<file path="src/rtl/ldpc_pkg.sv">
// ----------------------------------------------------------------------------
// ldpc_pkg
// Shared definitions for the LDPC check-node and variable-node stages.
//   MSG_WIDTH_DEFAULT : default message width (sign + magnitude bits)
//   MAG_WIDTH_DEFAULT : magnitude width for the default message width
//   POS_MAX           : largest magnitude for the default message width
//   SIGN_POS/MAG_MSB/MAG_LSB : sign-magnitude field positions (default width)
//   TC_W              : working width of the sign-magnitude to two's
//                       complement helper; callers keep the low bits they need
//   sm_to_tc()        : sign-magnitude to two's complement conversion
// ----------------------------------------------------------------------------
package ldpc_pkg;

  localparam int MSG_WIDTH_DEFAULT = 6;
  localparam int MAG_WIDTH_DEFAULT = MSG_WIDTH_DEFAULT - 1;
  localparam logic [MAG_WIDTH_DEFAULT-1:0] POS_MAX = '1;

  localparam int SIGN_POS = MSG_WIDTH_DEFAULT - 1;
  localparam int MAG_MSB  = MSG_WIDTH_DEFAULT - 2;
  localparam int MAG_LSB  = 0;

  localparam int TC_W = 16;

  // Negating a zero magnitude yields zero, so negative zero never
  // produces a non-zero two's complement value.
  function automatic logic [TC_W-1:0] sm_to_tc(input logic sign,
                                               input logic [TC_W-1:0] mag);
    logic [TC_W-1:0] res;
    res = sign ? (~mag + 1'b1) : mag;
    return res;
  endfunction

endpackage

</file>
<file path="src/rtl/cn_min_track.sv">
// ----------------------------------------------------------------------------
// cn_min_track
// Combinational min1/min2/index update for one incoming magnitude.
//   mag       : magnitude of the incoming message
//   pos       : position of the message within the row
//   min1/min2 : current smallest and second-smallest magnitudes
//   idx       : position of the current min1
//   min1_next/min2_next/idx_next : updated tracker values
// ----------------------------------------------------------------------------
module cn_min_track
  import ldpc_pkg::*;
#(
  parameter int MAG_W = MAG_WIDTH_DEFAULT,
  parameter int IDX_W = 3
) (
  input  logic [MAG_W-1:0] mag,
  input  logic [IDX_W-1:0] pos,
  input  logic [MAG_W-1:0] min1,
  input  logic [MAG_W-1:0] min2,
  input  logic [IDX_W-1:0] idx,
  output logic [MAG_W-1:0] min1_next,
  output logic [MAG_W-1:0] min2_next,
  output logic [IDX_W-1:0] idx_next
);

  // Strict comparisons: a magnitude equal to min1 becomes min2 and the
  // index of the earlier occurrence is kept.
  always_comb begin
    min1_next = min1;
    min2_next = min2;
    idx_next  = idx;
    if (mag < min1) begin
      min2_next = min1;
      min1_next = mag;
      idx_next  = pos;
    end else if (mag < min2) begin
      min2_next = mag;
    end
  end

endmodule

</file>
<file path="src/rtl/cn_serial_minsum.sv">
// ----------------------------------------------------------------------------
// cn_serial_minsum
// Serial min-sum check-node unit. Takes DEG sign-magnitude v2c messages per
// row, one per transfer, and emits DEG two's complement c2v messages from a
// one-row snapshot so the next row can accumulate while this one drains.
// Optional feature macro: CN_OFFSET_EN (offset min-sum, subtracts OFFSET
// from output magnitudes with clamping at zero).
//   i_clk        : clock, rising edge
//   i_rst        : synchronous active-high reset
//   i_v2c_valid  : v2c message valid
//   i_v2c        : v2c message, sign-magnitude, msb = sign
//   o_v2c_ready  : unit can accept i_v2c
//   o_c2v_valid  : c2v beat valid
//   i_c2v_ready  : consumer accepts the c2v beat
//   o_c2v        : c2v message, two's complement
//   o_c2v_last   : marks beat DEG-1 of a row
//   o_parity_ok  : row sign XOR is zero (qualified by o_c2v_valid)
// ----------------------------------------------------------------------------
module cn_serial_minsum
  import ldpc_pkg::*;
#(
  parameter int MSG_WIDTH = MSG_WIDTH_DEFAULT,
  parameter int DEG       = 6,
  parameter int OFFSET    = 1
) (
  input  logic                 i_clk,
  input  logic                 i_rst,
  input  logic                 i_v2c_valid,
  input  logic [MSG_WIDTH-1:0] i_v2c,
  output logic                 o_v2c_ready,
  output logic                 o_c2v_valid,
  input  logic                 i_c2v_ready,
  output logic [MSG_WIDTH-1:0] o_c2v,
  output logic                 o_c2v_last,
  output logic                 o_parity_ok
);

  localparam int MAG_W = MSG_WIDTH - 1;
  localparam int IDX_W = (DEG > 1) ? $clog2(DEG) : 1;
  localparam logic [IDX_W-1:0] LAST_POS = IDX_W'(DEG - 1);
  localparam logic [MAG_W-1:0] MAG_MAX  = '1;
  localparam logic [MAG_W-1:0] OFF_M    = MAG_W'(OFFSET);

  // accumulator for the row currently arriving
  logic [IDX_W-1:0] in_cnt;
  logic [MAG_W-1:0] min1, min2;
  logic [IDX_W-1:0] idx;
  logic             sxor;
  logic [DEG-1:0]   sgn;

  // snapshot of the completed row being drained
  logic             snap_valid;
  logic [IDX_W-1:0] out_cnt;
  logic [MAG_W-1:0] snap_min1, snap_min2;
  logic [IDX_W-1:0] snap_idx;
  logic             snap_sxor;
  logic [DEG-1:0]   snap_sgn;

  logic [MAG_W-1:0] in_mag;
  logic             in_sign;
  logic [MAG_W-1:0] base_min1, base_min2;
  logic [IDX_W-1:0] base_idx;
  logic             base_sxor;
  logic [MAG_W-1:0] min1_next, min2_next;
  logic [IDX_W-1:0] idx_next;
  logic             sxor_next;
  logic [DEG-1:0]   sgn_next;

  logic in_xfer, out_xfer, out_last_xfer;

  assign in_mag  = i_v2c[MSG_WIDTH-2:0];
  assign in_sign = i_v2c[MSG_WIDTH-1];

  // The first element of a row starts from a fresh accumulator instead of
  // the stale values left behind by the previous row.
  assign base_min1 = (in_cnt == '0) ? MAG_MAX : min1;
  assign base_min2 = (in_cnt == '0) ? MAG_MAX : min2;
  assign base_idx  = (in_cnt == '0) ? '0 : idx;
  assign base_sxor = (in_cnt == '0) ? 1'b0 : sxor;

  cn_min_track #(
    .MAG_W(MAG_W),
    .IDX_W(IDX_W)
  ) u_min_track (
    .mag      (in_mag),
    .pos      (in_cnt),
    .min1     (base_min1),
    .min2     (base_min2),
    .idx      (base_idx),
    .min1_next(min1_next),
    .min2_next(min2_next),
    .idx_next (idx_next)
  );

  assign sxor_next = base_sxor ^ in_sign;

  always_comb begin
    sgn_next         = sgn;
    sgn_next[in_cnt] = in_sign;
  end

  assign out_xfer      = snap_valid & i_c2v_ready;
  assign out_last_xfer = out_xfer & (out_cnt == LAST_POS);

  // Only the final element of a row has to wait, and only while the
  // snapshot is still occupied and not being emptied this cycle.
  assign o_v2c_ready = !((in_cnt == LAST_POS) && snap_valid && !out_last_xfer);
  assign in_xfer     = i_v2c_valid & o_v2c_ready;

  // Drain is handled before load so that a row end coinciding with the
  // last output beat leaves the new snapshot valid.
  always_ff @(posedge i_clk) begin
    if (i_rst) begin
      in_cnt     <= '0;
      min1       <= '0;
      min2       <= '0;
      idx        <= '0;
      sxor       <= 1'b0;
      sgn        <= '0;
      snap_valid <= 1'b0;
      out_cnt    <= '0;
      snap_min1  <= '0;
      snap_min2  <= '0;
      snap_idx   <= '0;
      snap_sxor  <= 1'b0;
      snap_sgn   <= '0;
    end else begin
      if (out_xfer) begin
        if (out_cnt == LAST_POS) begin
          out_cnt    <= '0;
          snap_valid <= 1'b0;
        end else begin
          out_cnt <= out_cnt + 1'b1;
        end
      end
      if (in_xfer) begin
        if (in_cnt == LAST_POS) begin
          in_cnt     <= '0;
          snap_min1  <= min1_next;
          snap_min2  <= min2_next;
          snap_idx   <= idx_next;
          snap_sxor  <= sxor_next;
          snap_sgn   <= sgn_next;
          snap_valid <= 1'b1;
          out_cnt    <= '0;
        end else begin
          in_cnt <= in_cnt + 1'b1;
          min1   <= min1_next;
          min2   <= min2_next;
          idx    <= idx_next;
          sxor   <= sxor_next;
          sgn    <= sgn_next;
        end
      end
    end
  end

  // Output path reads only snapshot registers, so the beat holds steady
  // while the consumer stalls.
  logic [MAG_W-1:0] mag_sel, mag_out;
  logic             out_sign;
  logic [TC_W-1:0]  tc_wide;

  assign mag_sel  = (out_cnt == snap_idx) ? snap_min2 : snap_min1;
  assign out_sign = snap_sxor ^ snap_sgn[out_cnt];

`ifdef CN_OFFSET_EN
  assign mag_out = (mag_sel > OFF_M) ? (mag_sel - OFF_M) : '0;
`else
  logic [MAG_W-1:0] unused_offset;
  assign unused_offset = OFF_M;
  assign mag_out       = mag_sel;
`endif

  assign tc_wide = sm_to_tc(out_sign, {{(TC_W-MAG_W){1'b0}}, mag_out});

  logic unused_tc_hi;
  assign unused_tc_hi = ^tc_wide[TC_W-1:MSG_WIDTH];

  assign o_c2v_valid = snap_valid;
  assign o_c2v       = tc_wide[MSG_WIDTH-1:0];
  assign o_c2v_last  = snap_valid & (out_cnt == LAST_POS);
  assign o_parity_ok = snap_valid & ~snap_sxor;

endmodule

</file>
<file path="config.mk">
export PLATFORM = sky130hd
export DESIGN_NAME = cn_serial_minsum
export DESIGN_NICKNAME = d
export VERILOG_FILES = /design/src/rtl/ldpc_pkg.sv /design/src/rtl/cn_min_track.sv /design/src/rtl/cn_serial_minsum.sv
export SDC_FILE = /design/constraint.sdc
export NUM_CORES = 1
export LEC_CHECK = 0
export ABC_CLOCK_PERIOD_IN_PS = 3200
export CAP_MARGIN = 20
export CORE_MARGIN = 1.5
export CORE_UTILIZATION = 42
export DETAILED_ROUTE_END_ITERATION = 8
export PLACE_DENSITY = 0.65
export SLEW_MARGIN = 40
export SYNTH_ARGS = -nofsm -noshare
export SYNTH_HDL_FRONTEND = slang
export SYNTH_SLANG_ARGS = --single-unit
</file>
<file path="constraint.sdc">
create_clock -name i_clk -period 3.2 [get_ports i_clk]
set_input_delay 0.64 -clock i_clk [delete_from_list [all_inputs] [get_ports i_clk]]
set_output_delay 0.64 -clock i_clk [all_outputs]
set_load 0.03 [all_outputs]
</file>
==> summary.md <==
| Metric | Value |
|---|---|
| Depth of the CTS H-tree | 2 |
| Clk_lat worst skew | a little under 300 ps |
| Crit-path max cell delay | 670 ps |
| Filler cells | 574 |
| Critical path capture point type | primary output |
| Multi-input logic area | about 0.0015 mm² |
| Yosys top cell by area | dfxtp_1 |
| Count leader, synth | dfxtp_1 |
| Post-Place Cells | a little over 400 |
| Total Power | approximately 1.2 mW |
| Tcrit/Tclk final | 0.947 |
| CTS Hold Bufs | 0 |
| Sequential share of the synthesized area | 0.355 |
| Drt total wl | about 5700 µm |
| Synthesized Nets | roughly 330 |
| Largest net degree at the start of global routing | 24 |
| Slowest stage cell, crit path | clkdlybuf4s50_1 |
| PnR worst setup slack | 170 ps |
| CTS tree | done |
| Critical path class | in2out |
| Vias | 2285 |
| DRC viols | 0 |
| Yosys warning count | 0 |
| CP cell instances | clkdlybuf4s50_1, nand2_1, o21ai_1, or3_1, clkdlybuf4s50_1 |
| Gate Count Post-Synth | between 300 and 400 |
| Ports | 20 |
| Post-synth top cells | 46 x dfxtp_1, 38 x nand2_1, 25 x mux2i_1 |
| Global-route wire length before repair | roughly 9700 µm |
| HPWL Detailed | 4260 µm |
| Via-per-instance ratio | 5.52 |
| Yosys cell types | 43 |
| Chip height | roughly 82 µm |
| RSZ-0062 raised after global routing | false |
| Initial DRC count | around 120 |
| Pre-CTS WS | between 150 and 200 ps |
| Die ar. | approximately 0.0067 mm² |
| Area growth from synthesis to layout | 16.1% |
| Register area | ~920 µm² |
| Switching power | approximately 0.36 mW |
| Final Max Tran Viols | 0 |
| Overall routing resource usage | 0.186 |
| Worst-path fanout max | 6 |
| Worst Tran Pin Value | between 600 and 700 ps |
| Final cell count without fillers | a little over 400 |
| Post-synth EDFFs | 0 |
| Net Sw Frac | 0.287 |
| Core Area | between 0.005 and 0.006 mm² |
| PwrDens | about 410 mW/mm² |
| Internal | approximately 0.89 mW |
| Syn Area/Cell | between 8 and 9 µm² |
| Worst path required time | ~2600 ps |
| RR Startpoint | in_cnt[2] |
| Max-cap violation count | 0 |
| Port Buffers | 19 |
| Clk pwr share | 0.291 |
| Share of the synthesized area in the top cell type | 0.355 |
| Fin Clk Skew | 6.95 ps |
| Post-route antenna net violation count | 0 |
| Hold_sp | snap_idx[1] |
| Seq pwr share | 0.486 |
| Worst-case clock buffer depth | 2 |
| Fin Setup TNS | 0 ps |
| Worst hold slack | roughly 450 ps |
| Average wire per standard cell | between 10 and 15 µm |
| TritonCTS Buffers | 5 |
| Max IR drop VDD | about 0.18 mV |
| Antenna cells | 0 |
| Most used cell, CP | clkdlybuf4s50_1 |
| Nets | around 360 |
| Share of post-route cells with drive strength above 1 | 0.106 |
| Combinational cell fraction of total power | 0.223 |
| Min cycle time layout | around 3000 ps |
| Grt ovf | 0 |
| Initial antenna violation count | 0 |
| Root buffer cell | clkbuf_8 |
| Cell Area, Synth | roughly 0.0026 mm² |
| Leakage power | between 1 and 1.5 nW |
| Worst setup path start | i_c2v_ready |
| Hold/Removal Path Class | reg2reg |
| Worst setup SP type | primary input |
| Slew HR | 0.554 |
| GPL Wtd Cong | 0.799 |
| #FFs+latches synth | 46 |
| Top FF cell, synth | dfxtp_1 |
| Chip Width | about 82 µm |
| Critical Path AT | 2390 ps |
| Num rows | 28 |
| CTS Sinks | 46 |
| Starting Density | 0.436 |
| F_max | roughly 0.33 GHz |
| Outcome | completed |
| Clock slew seen by the registers of the worst setup and hold paths | about 80 ps |
| FFs w/ async S/R, synth | 0 |
| Final Hold Fails | 0 |
| Top post-synthesis cells by area | dfxtp_1 36%, mux2i_1 9.6%, nand2_1 5.5%, ha_1 4.3%, o21ai_0 3.9% |
| Vias in the first global route | 2007 |
| Pre-antenna DRT Iters | 4 |
| Final setup vio count | 0 |
==> metrics by stage <==
step / cell area, µm² / util
after floorplan: 2590 / -
after global placement: 2910 / 0.489
after detailed placement: 2910 / 0.489
after CTS: 3010 / 0.505
after global routing: 3010 / 0.506
final: 3010 / 0.506
==> cell families after synthesis <==
logic type               count (synthesis)  share of synthesized area
XOR/XNOR                                 8                     0.0270
buffers and inverters                   36                     0.0584
multiplexers                            30                      0.118
AO/OA/AOI/OAI                           71                      0.178
flip-flops                              46                      0.355
adder cells (fa/ha/maj)                  9                     0.0434
AND/OR/NAND/NOR                        115                      0.220
==> layout by cell type (no fill, tap or decap), types with 5 or more instances in the layout <==
master	instances
buf_4	18
inv_1	16
nand3_1	9
or3_1	5
dfxtp_1	43
a211oi_1	7
mux2i_1	25
nor2b_1	6
xnor2_1	6
mux2_2	5
nor2_1	20
nand2_1	38
a21oi_1	12
clkbuf_8	6
ha_1	9
nor3_1	11
o21ai_0	20
o211ai_1	5
clkdlybuf4s50_1	16
==> per-layer routing <==
layer | GRT usage | routed length, µm | vias to the layer above
met4 | 0.0458 | 27 | 0
met5 | 0 | 0 | -
li1 | - | - | 1166
met2 | 0.279 | 2390 | 43
met3 | 0.0333 | 207 | 2
met1 | 0.274 | 3020 | 1074
==> state kept, by name (all words and copies together) (netlist names), 5 cells and up <==
register,flops
min1,5
min2,5
sgn,5
snap_min1,5
snap_min2,5
snap_sgn,6
==> worst paths after layout <==
| kind | end | slack, ps | depth (start not counted) |
|---|---|---|---|
| setup reg to reg | min2[3] | 410 | 9 |
| setup / recovery | o_v2c_ready | 170 | 5 |
| hold / removal | snap_idx[1] | 450 | 2 |
| hold reg to reg | snap_idx[1] | 450 | 2 |
==> power by group through the flow <==
stage | clock network, mW | registers, mW | logic (mW)
floorplan | 0 | 0.617 | 0.192
global placement | 0 | 0.620 | 0.273
detailed placement | 0 | 0.620 | 0.275
CTS | 0.383 | 0.607 | 0.277
global route | 0.403 | 0.611 | 0.307
finish | 0.363 | 0.607 | 0.279
==> critical path: cells and delay by family <==
kind / cells / cell delay, ps
AO/OA/AOI/OAI: 1 / 330
buffers and inverters: 2 / 1170
AND/OR/NAND/NOR: 2 / 250
==> cell type report <==
type	count	area share
Clock buffer	7	0.0287
Clock inverter	1	0.00166
Inverter	16	0.0199
Multi-Input combinational cell	233	0.505
Sequential cell	46	0.307
Tap cell	75	0.0312
Timing Repair Buffer	36	0.106
==> timing repair <==
| action | in CTS | in global routing |
|---|---|---|
| endpoints found under the setup margin | 2 | 2 |
| buffers inserted | 0 | 0 |
| resized for setup | 3 | 2 |
No activity file was read; power rests on OpenSTA's default activity.
==> RTL edit (same settings) <==
Change the parameter `DEG` from 6 to 3.
--- a/src/rtl/cn_serial_minsum.sv
+++ b/src/rtl/cn_serial_minsum.sv
@@ -20,7 +20,7 @@
   import ldpc_pkg::*;
 #(
   parameter int MSG_WIDTH = MSG_WIDTH_DEFAULT,
-  parameter int DEG       = 6,
+  parameter int DEG       = 3,
   parameter int OFFSET    = 1
 ) (
   input  logic                 i_clk,
Check against the original RTL: not equivalent (Yosys sat finds a counterexample within 4 cycles, from zero or initial values and one cycle with i_rst high).
==> RTL edit against the original RTL <==
Cell area down 17%; sequential power down 18%; total power down 8.7%; synthesized area down 17%; largest cell class unchanged; non-clock buffer count down 9; routed wire length down 15%; sequential cell count down 10; setup slack worse by 0.022 ns.
==> RTL edit: results <==
metrics = {
    "placement": {
        "dp_hpwl_um": 3430,
        "placed_area_sq_um": 2400,
        "place_congestion": 0.850,
    },
    "layout": {
        "multi_input_area_share": 0.529,
        "drive_gt1_frac": 0.181,
        "clk_share": 0.0444,
        "multi_input_area_sq_um": 1330,
        "seq_area_sq_um": 722,
        "fill_cells": 474,
        "buf_share": 0.0997,
        "seq_cells": 36,
        "signal_buffers": 27,
        "num-multi-input-gates": 184,
        "nNetsFinal": 277,
        "inverters": 4,
        "synthToLayoutAreaGrowth_pct": 16.5,
    },
    "setup_path": {
        "crit_fanout": 7,
        "reg2reg_from": "in_cnt[1]",
        "r2r_setup_slack_ns": 0.69,
        "slowest_stage": "clkdlybuf4s50_1",
        "r2r-end": "min2[2]",
        "crit_start": "out_cnt[1]",
        "critPathCapture": "o_c2v[3]",
    },
    "yosys": {
        "synth_fa_ha_area_frac": 0.0523,
        "yosys-top-cells-count": "36 x dfxtp_1, 25 x nor2_1, 18 x nand2_1",
        "synth_cell_types": 55,
        "synth_mux_area_frac": 0.0377,
        "netlist_top_cells_area": "dfxtp_1 33%, ha_1 5.2%, nor2_1 4.4%",
        "synth_xor_area_frac": 0.0389,
        "syn_nets": 259,
        "seq_area_frac_synth": 0.334,
        "synth_compound_area_frac": 0.293,
    },
    "sta": {
        "finalClockSkew_ns": 0.00646,
        "worstMarginPinSlew_ns": 0.588,
    },
    "global_route": {
        "grt_max_degree": 21,
        "grtUsageMet2": 0.292,
        "grt_pass1_wl_um": 8150,
        "grt_use_total": 0.194,
        "grtUsageMet3": 0.0455,
        "grt_pass1_vias": 1693,
        "grt_util_met1": 0.279,
    },
    "drt": {
        "via_per_inst": 5.48,
        "drt_iter0_drc": 89,
        "first_pass_iters": 4,
        "routedWlPerCell_um": 14.7,
    },
    "clock_tree": {
        "cts_buffers": 5,
        "clk_pin_slew_ns": 0.08,
        "cts_resized": 2,
        "clk_path_buf_depth": 2,
        "clkLatencyLatePin_ns": 0.29,
    },
    "hold_path": {
        "worstHoldStart": "sgn[0]",
        "whs_endpoint": "sgn[0]",
    },
    "pwr": {
        "ir_drop_mv": 0.299,
        "p_leak_uw": 0.00100,
    },
    "run_status": {
        "status": "completed",
    },
}
-- RTL edit: changes by cell type in the layout (fill, tap and decap cells not counted), sizes merged, moves of 6 or more --
cell and delta:
a31oi +7, dfxtp -10, a211oi -6, mux2i -18, a21oi +6, inv -12
nor2 +6, buf -10, nand2 -20
-- RTL edit: where the power goes --
part           switching, uW  internal [uW]
Combinational            146           95.6
Sequential              23.2            472
Clock                    173            231
Total                    342            798
-- RTL edit: layer usage --
layer  part of all wire  vias up
met3              0.053        7
met4              0.013        0
li1                   -      923
met1               0.51      813
met2               0.43       43
met5                  0        -
-- RTL edit: stage by stage --
step / hold WS, ns / utilization / cells / power (uW) / worst slack, ns
after CTS: 0.461 / 0.520 / 326 / 1140 / 0.00318
after detailed placement: 0.450 / 0.498 / 318 / 745 / 0.199
final: 0.459 / 0.521 / 326 / 1140 / 0.149
after global routing: 0.486 / 0.521 / 326 / 1200 / 0.00783
after floorplan: 0.431 / - / 240 / 683 / 0.666
after global placement: 0.450 / 0.498 / 318 / 744 / 0.290
